[config.mk]
export PLATFORM = sky130hd
export DESIGN_NAME = serial_subtractor_flat
export DESIGN_NICKNAME = d
export VERILOG_FILES = /design/src/rtl/serial_subtractor_pkg.sv /design/src/rtl/serial_subtractor_if.sv /design/src/rtl/subtractor_1bit.sv /design/src/rtl/serial_subtractor.sv /design/src/flat_wrapper.sv
export SDC_FILE = /design/constraint.sdc
export NUM_CORES = 1
export LEC_CHECK = 0
export BUFFER_PORTS_ARGS = -buffer_cell sky130_fd_sc_hd__buf_2
export CAP_MARGIN = 15
export CELL_PAD_IN_SITES_DETAIL_PLACEMENT = 0
export CELL_PAD_IN_SITES_GLOBAL_PLACEMENT = 1
export CORE_UTILIZATION = 38
export CTS_CLUSTER_DIAMETER = 30
export DETAILED_ROUTE_END_ITERATION = 16
export GPL_TIMING_DRIVEN = 0
export PLACE_DENSITY_LB_ADDON = 0.15
export SETUP_SLACK_MARGIN = 0.15
export SYNTH_ARGS = -nofsm -noshare
export SYNTH_HDL_FRONTEND = slang
export SYNTH_SLANG_ARGS = --single-unit
[constraint.sdc]
create_clock -name clk -period 1.53 [get_ports clk]
set_input_delay 0.153 -clock clk [delete_from_list [all_inputs] [get_ports clk]]
set_output_delay 0.153 -clock clk [all_outputs]
set_load 0.02 [all_outputs]
[src/rtl/serial_subtractor_pkg.sv]
// Shared definitions for the bit-serial subtractor: FSM states, default width
// and the signed-overflow rule applied to the captured operands.
package serial_subtractor_pkg;

  localparam int unsigned DEFAULT_WIDTH = 4;

  typedef enum logic [1:0] {
    IDLE  = 2'd0,
    SHIFT = 2'd1,
    DONE  = 2'd2
  } state_e;

  function automatic logic signed_ovf(input logic a_msb, input logic b_msb,
                                      input logic d_msb);
    return (a_msb != b_msb) && (d_msb != a_msb);
  endfunction

endpackage

[src/rtl/serial_subtractor_if.sv]
// Request/result bundle of the serial subtractor; master drives operands,
// slave (the subtractor) returns status and registered results.
interface serial_subtractor_if
  import serial_subtractor_pkg::*;
#(
  parameter int unsigned WIDTH = DEFAULT_WIDTH
);
  logic             start;
  logic [WIDTH-1:0] a;
  logic [WIDTH-1:0] b;
  logic             borrow_in;
  logic             busy;
  logic             done;
  logic [WIDTH-1:0] diff;
  logic             borrow_out;
  logic             overflow;

  modport master (
    output start, a, b, borrow_in,
    input  busy, done, diff, borrow_out, overflow
  );

  modport slave (
    input  start, a, b, borrow_in,
    output busy, done, diff, borrow_out, overflow
  );
endinterface

[src/rtl/subtractor_1bit.sv]
// One-bit full subtractor: diff = a - b - borrow_in with outgoing borrow.
module subtractor_1bit (
  input  logic a,
  input  logic b,
  input  logic borrow_in,
  output logic diff,
  output logic borrow_out
);
  assign diff       = a ^ b ^ borrow_in;
  assign borrow_out = (~a & b) | (~(a ^ b) & borrow_in);
endmodule

[src/rtl/serial_subtractor.sv]
// Bit-serial subtractor: loads operands on start, processes one bit per cycle
// LSB first, then publishes diff/borrow_out/overflow with a one-cycle done.
module serial_subtractor
  import serial_subtractor_pkg::*;
#(
  parameter int unsigned WIDTH = DEFAULT_WIDTH
) (
  input logic                clk,
  input logic                rst,
  serial_subtractor_if.slave bus
);
  localparam int unsigned CW = $clog2(WIDTH + 1);

  state_e           state_q, state_d;
  logic [WIDTH-1:0] a_sr_q, a_sr_d;
  logic [WIDTH-1:0] b_sr_q, b_sr_d;
  logic [WIDTH-1:0] res_q, res_d;
  logic             brw_q, brw_d;
  logic [CW-1:0]    cnt_q, cnt_d;
  logic             a_msb_q, a_msb_d;
  logic             b_msb_q, b_msb_d;
  logic [WIDTH-1:0] diff_q, diff_d;
  logic             borrow_out_q, borrow_out_d;
  logic             overflow_q, overflow_d;

  logic bit_diff;
  logic bit_borrow;

  subtractor_1bit u_bit (
    .a          (a_sr_q[0]),
    .b          (b_sr_q[0]),
    .borrow_in  (brw_q),
    .diff       (bit_diff),
    .borrow_out (bit_borrow)
  );

  always_ff @(posedge clk or posedge rst) begin
    if (rst) begin
      state_q      <= IDLE;
      a_sr_q       <= '0;
      b_sr_q       <= '0;
      res_q        <= '0;
      brw_q        <= 1'b0;
      cnt_q        <= '0;
      a_msb_q      <= 1'b0;
      b_msb_q      <= 1'b0;
      diff_q       <= '0;
      borrow_out_q <= 1'b0;
      overflow_q   <= 1'b0;
    end else begin
      state_q      <= state_d;
      a_sr_q       <= a_sr_d;
      b_sr_q       <= b_sr_d;
      res_q        <= res_d;
      brw_q        <= brw_d;
      cnt_q        <= cnt_d;
      a_msb_q      <= a_msb_d;
      b_msb_q      <= b_msb_d;
      diff_q       <= diff_d;
      borrow_out_q <= borrow_out_d;
      overflow_q   <= overflow_d;
    end
  end

  always_comb begin
    state_d      = state_q;
    a_sr_d       = a_sr_q;
    b_sr_d       = b_sr_q;
    res_d        = res_q;
    brw_d        = brw_q;
    cnt_d        = cnt_q;
    a_msb_d      = a_msb_q;
    b_msb_d      = b_msb_q;
    diff_d       = diff_q;
    borrow_out_d = borrow_out_q;
    overflow_d   = overflow_q;

    unique case (state_q)
      IDLE: begin
        if (bus.start) begin
          a_sr_d  = bus.a;
          b_sr_d  = bus.b;
          brw_d   = bus.borrow_in;
          res_d   = '0;
          cnt_d   = '0;
          a_msb_d = bus.a[WIDTH-1];
          b_msb_d = bus.b[WIDTH-1];
          state_d = SHIFT;
        end
      end
      SHIFT: begin
        // Counter reaching WIDTH means all bits are in res_q; publish on DONE entry.
        if (cnt_q == CW'(WIDTH)) begin
          diff_d       = res_q;
          borrow_out_d = brw_q;
          overflow_d   = signed_ovf(a_msb_q, b_msb_q, res_q[WIDTH-1]);
          state_d      = DONE;
        end else begin
          a_sr_d = a_sr_q >> 1;
          b_sr_d = b_sr_q >> 1;
          res_d  = {bit_diff, res_q[WIDTH-1:1]};
          brw_d  = bit_borrow;
          cnt_d  = cnt_q + CW'(1);
        end
      end
      DONE: begin
        state_d = IDLE;
      end
      default: begin
        state_d = IDLE;
      end
    endcase
  end

  assign bus.busy       = (state_q != IDLE);
  assign bus.done       = (state_q == DONE);
  assign bus.diff       = diff_q;
  assign bus.borrow_out = borrow_out_q;
  assign bus.overflow   = overflow_q;

endmodule

[src/flat_wrapper.sv]
// flat-port wrapper written by rule: the top's interface ports become plain ports
module serial_subtractor_flat import serial_subtractor_pkg::*;
#(
  parameter int unsigned WIDTH = DEFAULT_WIDTH
)
  (clk, rst, bus_start, bus_a, bus_b, bus_borrow_in, bus_busy, bus_done, bus_diff, bus_borrow_out, bus_overflow);
  serial_subtractor_if #(.WIDTH(WIDTH)) bus_i ();
  input logic clk;
  input logic rst;
  input wire logic [$bits(bus_i.start)-1:0] bus_start;
  input wire logic [$bits(bus_i.a)-1:0] bus_a;
  input wire logic [$bits(bus_i.b)-1:0] bus_b;
  input wire logic [$bits(bus_i.borrow_in)-1:0] bus_borrow_in;
  output wire logic [$bits(bus_i.busy)-1:0] bus_busy;
  output wire logic [$bits(bus_i.done)-1:0] bus_done;
  output wire logic [$bits(bus_i.diff)-1:0] bus_diff;
  output wire logic [$bits(bus_i.borrow_out)-1:0] bus_borrow_out;
  output wire logic [$bits(bus_i.overflow)-1:0] bus_overflow;
  assign bus_i.start = bus_start;
  assign bus_i.a = bus_a;
  assign bus_i.b = bus_b;
  assign bus_i.borrow_in = bus_borrow_in;
  assign bus_busy = bus_i.busy;
  assign bus_done = bus_i.done;
  assign bus_diff = bus_i.diff;
  assign bus_borrow_out = bus_i.borrow_out;
  assign bus_overflow = bus_i.overflow;
  serial_subtractor #(.WIDTH(WIDTH)) u_core (.clk(clk), .rst(rst), .bus(bus_i));
endmodule
==> reports/qor.yml <==
outcome:
  status: "finished, violations left"
  violations: "setup timing"
yosys:
  synth_edf_count: 0
  synthArstFlopShare_pct: 100
  synth-seq-cells: 26
  yosysUniqueCellTypes: 24
  ys.warnings.count: 0
  synthFlopType: "dfrtp_1"
  synthCells: 104
  ys_seq_area_share_pct: 54.3
  syn-cell-area_mm2: 0.00120
  synthesis.nets: 119
  synth_area_per_cell_um2: 11.5
pwr:
  power.leakage_nw: 0.829
  ir_worst_vdd_mv: 1.02
  p_per_area_mw_per_mm2: 2260
sta:
  slew_viol_final: 0
  fin_ws_ps: -12.2
  setup_viol: 5
  layout_min_cycle_time_ps: 1540
  timing_worst_slew_pin_value_ps: 956
  fmax_mhz: 648
  worst_clock_skew_ps: 3.88
  period_share_pct: 101
  hold_violations: 0
  relSlewSlack_pct: 36.2
  rsz0062_at_grt: "yes"
placed_design:
  dp_hpwl_um: 1460
  pre_cts_ws_ps: -204
  placed_cells: 167
  finalWeightedCongestion: 0.709
  portBuffers: 19
cells_and_area:
  fill_cells: 276
  register_area_um2: 652
  diodes: 0
  drive_gt1_share_pct: 51.1
  area.growth.synth_to_final_pct: 33.5
  layout.nets: 157
  final_common_cell: "dfrtp_1"
  stdcell_count: 185
  layout_common_cells: "dfrtp_1, buf_2, inv_1, mux2i_1, buf_4"
  multi_input_area_um2: 544
die:
  die_w_um: 58.1
  dieHeight_um: 58.1
  num_rows: 20
  ios: 20
  initial_utilization_pct: 39.5
  core-area_mm2: 0.00303
  fp.dieArea_mm2: 0.00338
detailed_routing:
  via_count: 851
  antenna_left: 0
  finalWirelength_um: 2210
  drc_errors: 0
  dr.pass1.iters: 4
  first_iter_violations: 24
  post_drt_wl_per_cell_um: 11.9
  vias_per_cell: 4.60
critical_path:
  path_buf_inv: 2
  crit_path_max_incr_delay_ps: 390
  path_cells: "inv_2 > ha_4 > a311oi_4 > buf_4 > mux2_4"
  arrival_ps: 1760
  endpoint_kind: "register"
  path_class: "register to register"
  path_delay_family: "flip-flops"
  crit_path_start_kind: "register"
  cp.required_ps: 1750
  cp_slowest_cell: "dfrtp_1"
  worstPathMaxFanout: 3
cts:
  path_clk_slew_ps: 140
  cts.path.max_buffers: 2
  cts_tree: "yes"
  clk_latency_ps: 320
  cts_made_buffers: 3
  clock-sinks: 26
  htree_levels: 1
  postCtsHoldBufs: 0
  cts-root-buf: "clkbuf_4"
job:
  cap_violations: 0
global_route:
  antenna_found_initial: 0
  grt_overflow: 0
  grt_usage_pct: 15.2
  grt_pass1_vias: 824
  grt_max_degree: 27
  grt_pass1_wl_um: 3750
hold_path:
  hold_path_class: "input port to async pin"
final timing paths:
check / cells after the start / startpoint / endpoint / slack, ps
min in group clk: 3 / bus_a[3] / u_core.a_sr_q[3] / 90
hold reg to reg: 2 / u_core.bus.diff[1] / u_core.bus.diff[1] / 490
hold / removal: 2 / rst / u_core.b_sr_q[0] / 20
max in group asynchronous: 2 / rst / u_core.state_q[0] / 860
setup / recovery: 5 / u_core.cnt_q[1] / u_core.b_sr_q[2] / -10
setup reg to reg: 5 / u_core.cnt_q[1] / u_core.b_sr_q[2] / -10
per-stage QoR:
| stage | area (um^2) | util, % | hold WS, ps | power (W) | TNS (ps) |
|---|---|---|---|---|---|
| 2_1_floorplan | 1220 | - | 193 | 0.00241 | 0 |
| 3_3_place_gp | 1370 | 45.2 | 423 | 0.00273 | -1970 |
| 3_5_place_dp | 1370 | 45.2 | 426 | 0.00277 | -2290 |
| 4_1_cts | 1520 | 50.1 | 75.3 | 0.00342 | -109 |
| 5_1_grt | 1600 | 52.8 | 75.5 | 0.00392 | -369 |
| 6_report | 1600 | 52.8 | 22.9 | 0.00361 | -30.5 |
routing by layer:
metal  share of wire (%)  track usage [%]  routed length [um]
met1                  45             18.9                 999
met2                  50             25.5                1100
met3                 3.8             4.69                  85
met4                0.86             4.08                  19
met5                   0                0                   0
worst register-to-register path: cells and delay by family (launching register included):
| kind | cells | cell delay (ps) |
|---|---|---|
| flip-flops | 1 | 390 |
| AO/OA/AOI/OAI | 1 | 350 |
| multiplexers | 1 | 290 |
| buffers and inverters | 2 | 260 |
| adder cells (fa/ha/maj) | 1 | 160 |
flip-flops by register name, summed over array words and instances (netlist names):
register and cells:
u_core.bus.overflow 1, u_core.a_sr_q 4, u_core.a_msb_q 1, u_core.res_q 4, u_core.bus.borrow_out 1, u_core.b_msb_q 1
u_core.state_q 2, u_core.brw_q 1, u_core.bus.diff 4, u_core.b_sr_q 4, u_core.cnt_q 3
power by group:
group          total, W  internal [W]  switching (W)
combinational   0.00205       0.00114       0.000916
sequential      0.00122      0.000995       0.000225
clock          0.000343      0.000146       0.000198
total           0.00361       0.00228        0.00134
area by class of cell:
cell class	instances	area share, %
timing repair buffer	33	14.1
sequential	26	40.8
multi-input combinational	61	34.0
clock buffer	4	2.27
buffer	4	2.35
inverter	13	3.05
tap	44	3.44
cell usage after synthesis, drive strengths merged (2+ instances only):
cell / number / area share (%)
a21bo: 2 / 1.7
a21oi: 2 / 0.84
buf: 3 / 1.8
dfrtp: 26 / 54
ha: 2 / 2.1
inv: 13 / 4.1
mux2: 10 / 9.4
mux2i: 9 / 7.5
nand2: 13 / 4.1
nand3: 2 / 0.84
nor2: 3 / 1.1
o21ai: 9 / 3.8
logic make-up (layout without fill, tap and decap cells):
logic type / count (synthesis) / in the layout / synth area share, %
compound gates: 15 / 15 / 8.99
fa+ha+maj: 3 / 3 / 3.76
buf+inv: 17 / 54 / 6.17
flops: 26 / 26 / 54.3
mux: 19 / 19 / 16.9
simple gates: 24 / 24 / 9.82
repair_timing:
item,4_1_cts,5_1_grt
gates cloned,0,1
resized for setup,12,23
endpoints found under the setup margin,24,24
setup buffers,10,3
pin swaps,3,7
Note: power is estimated with default switching activity, not from simulation.
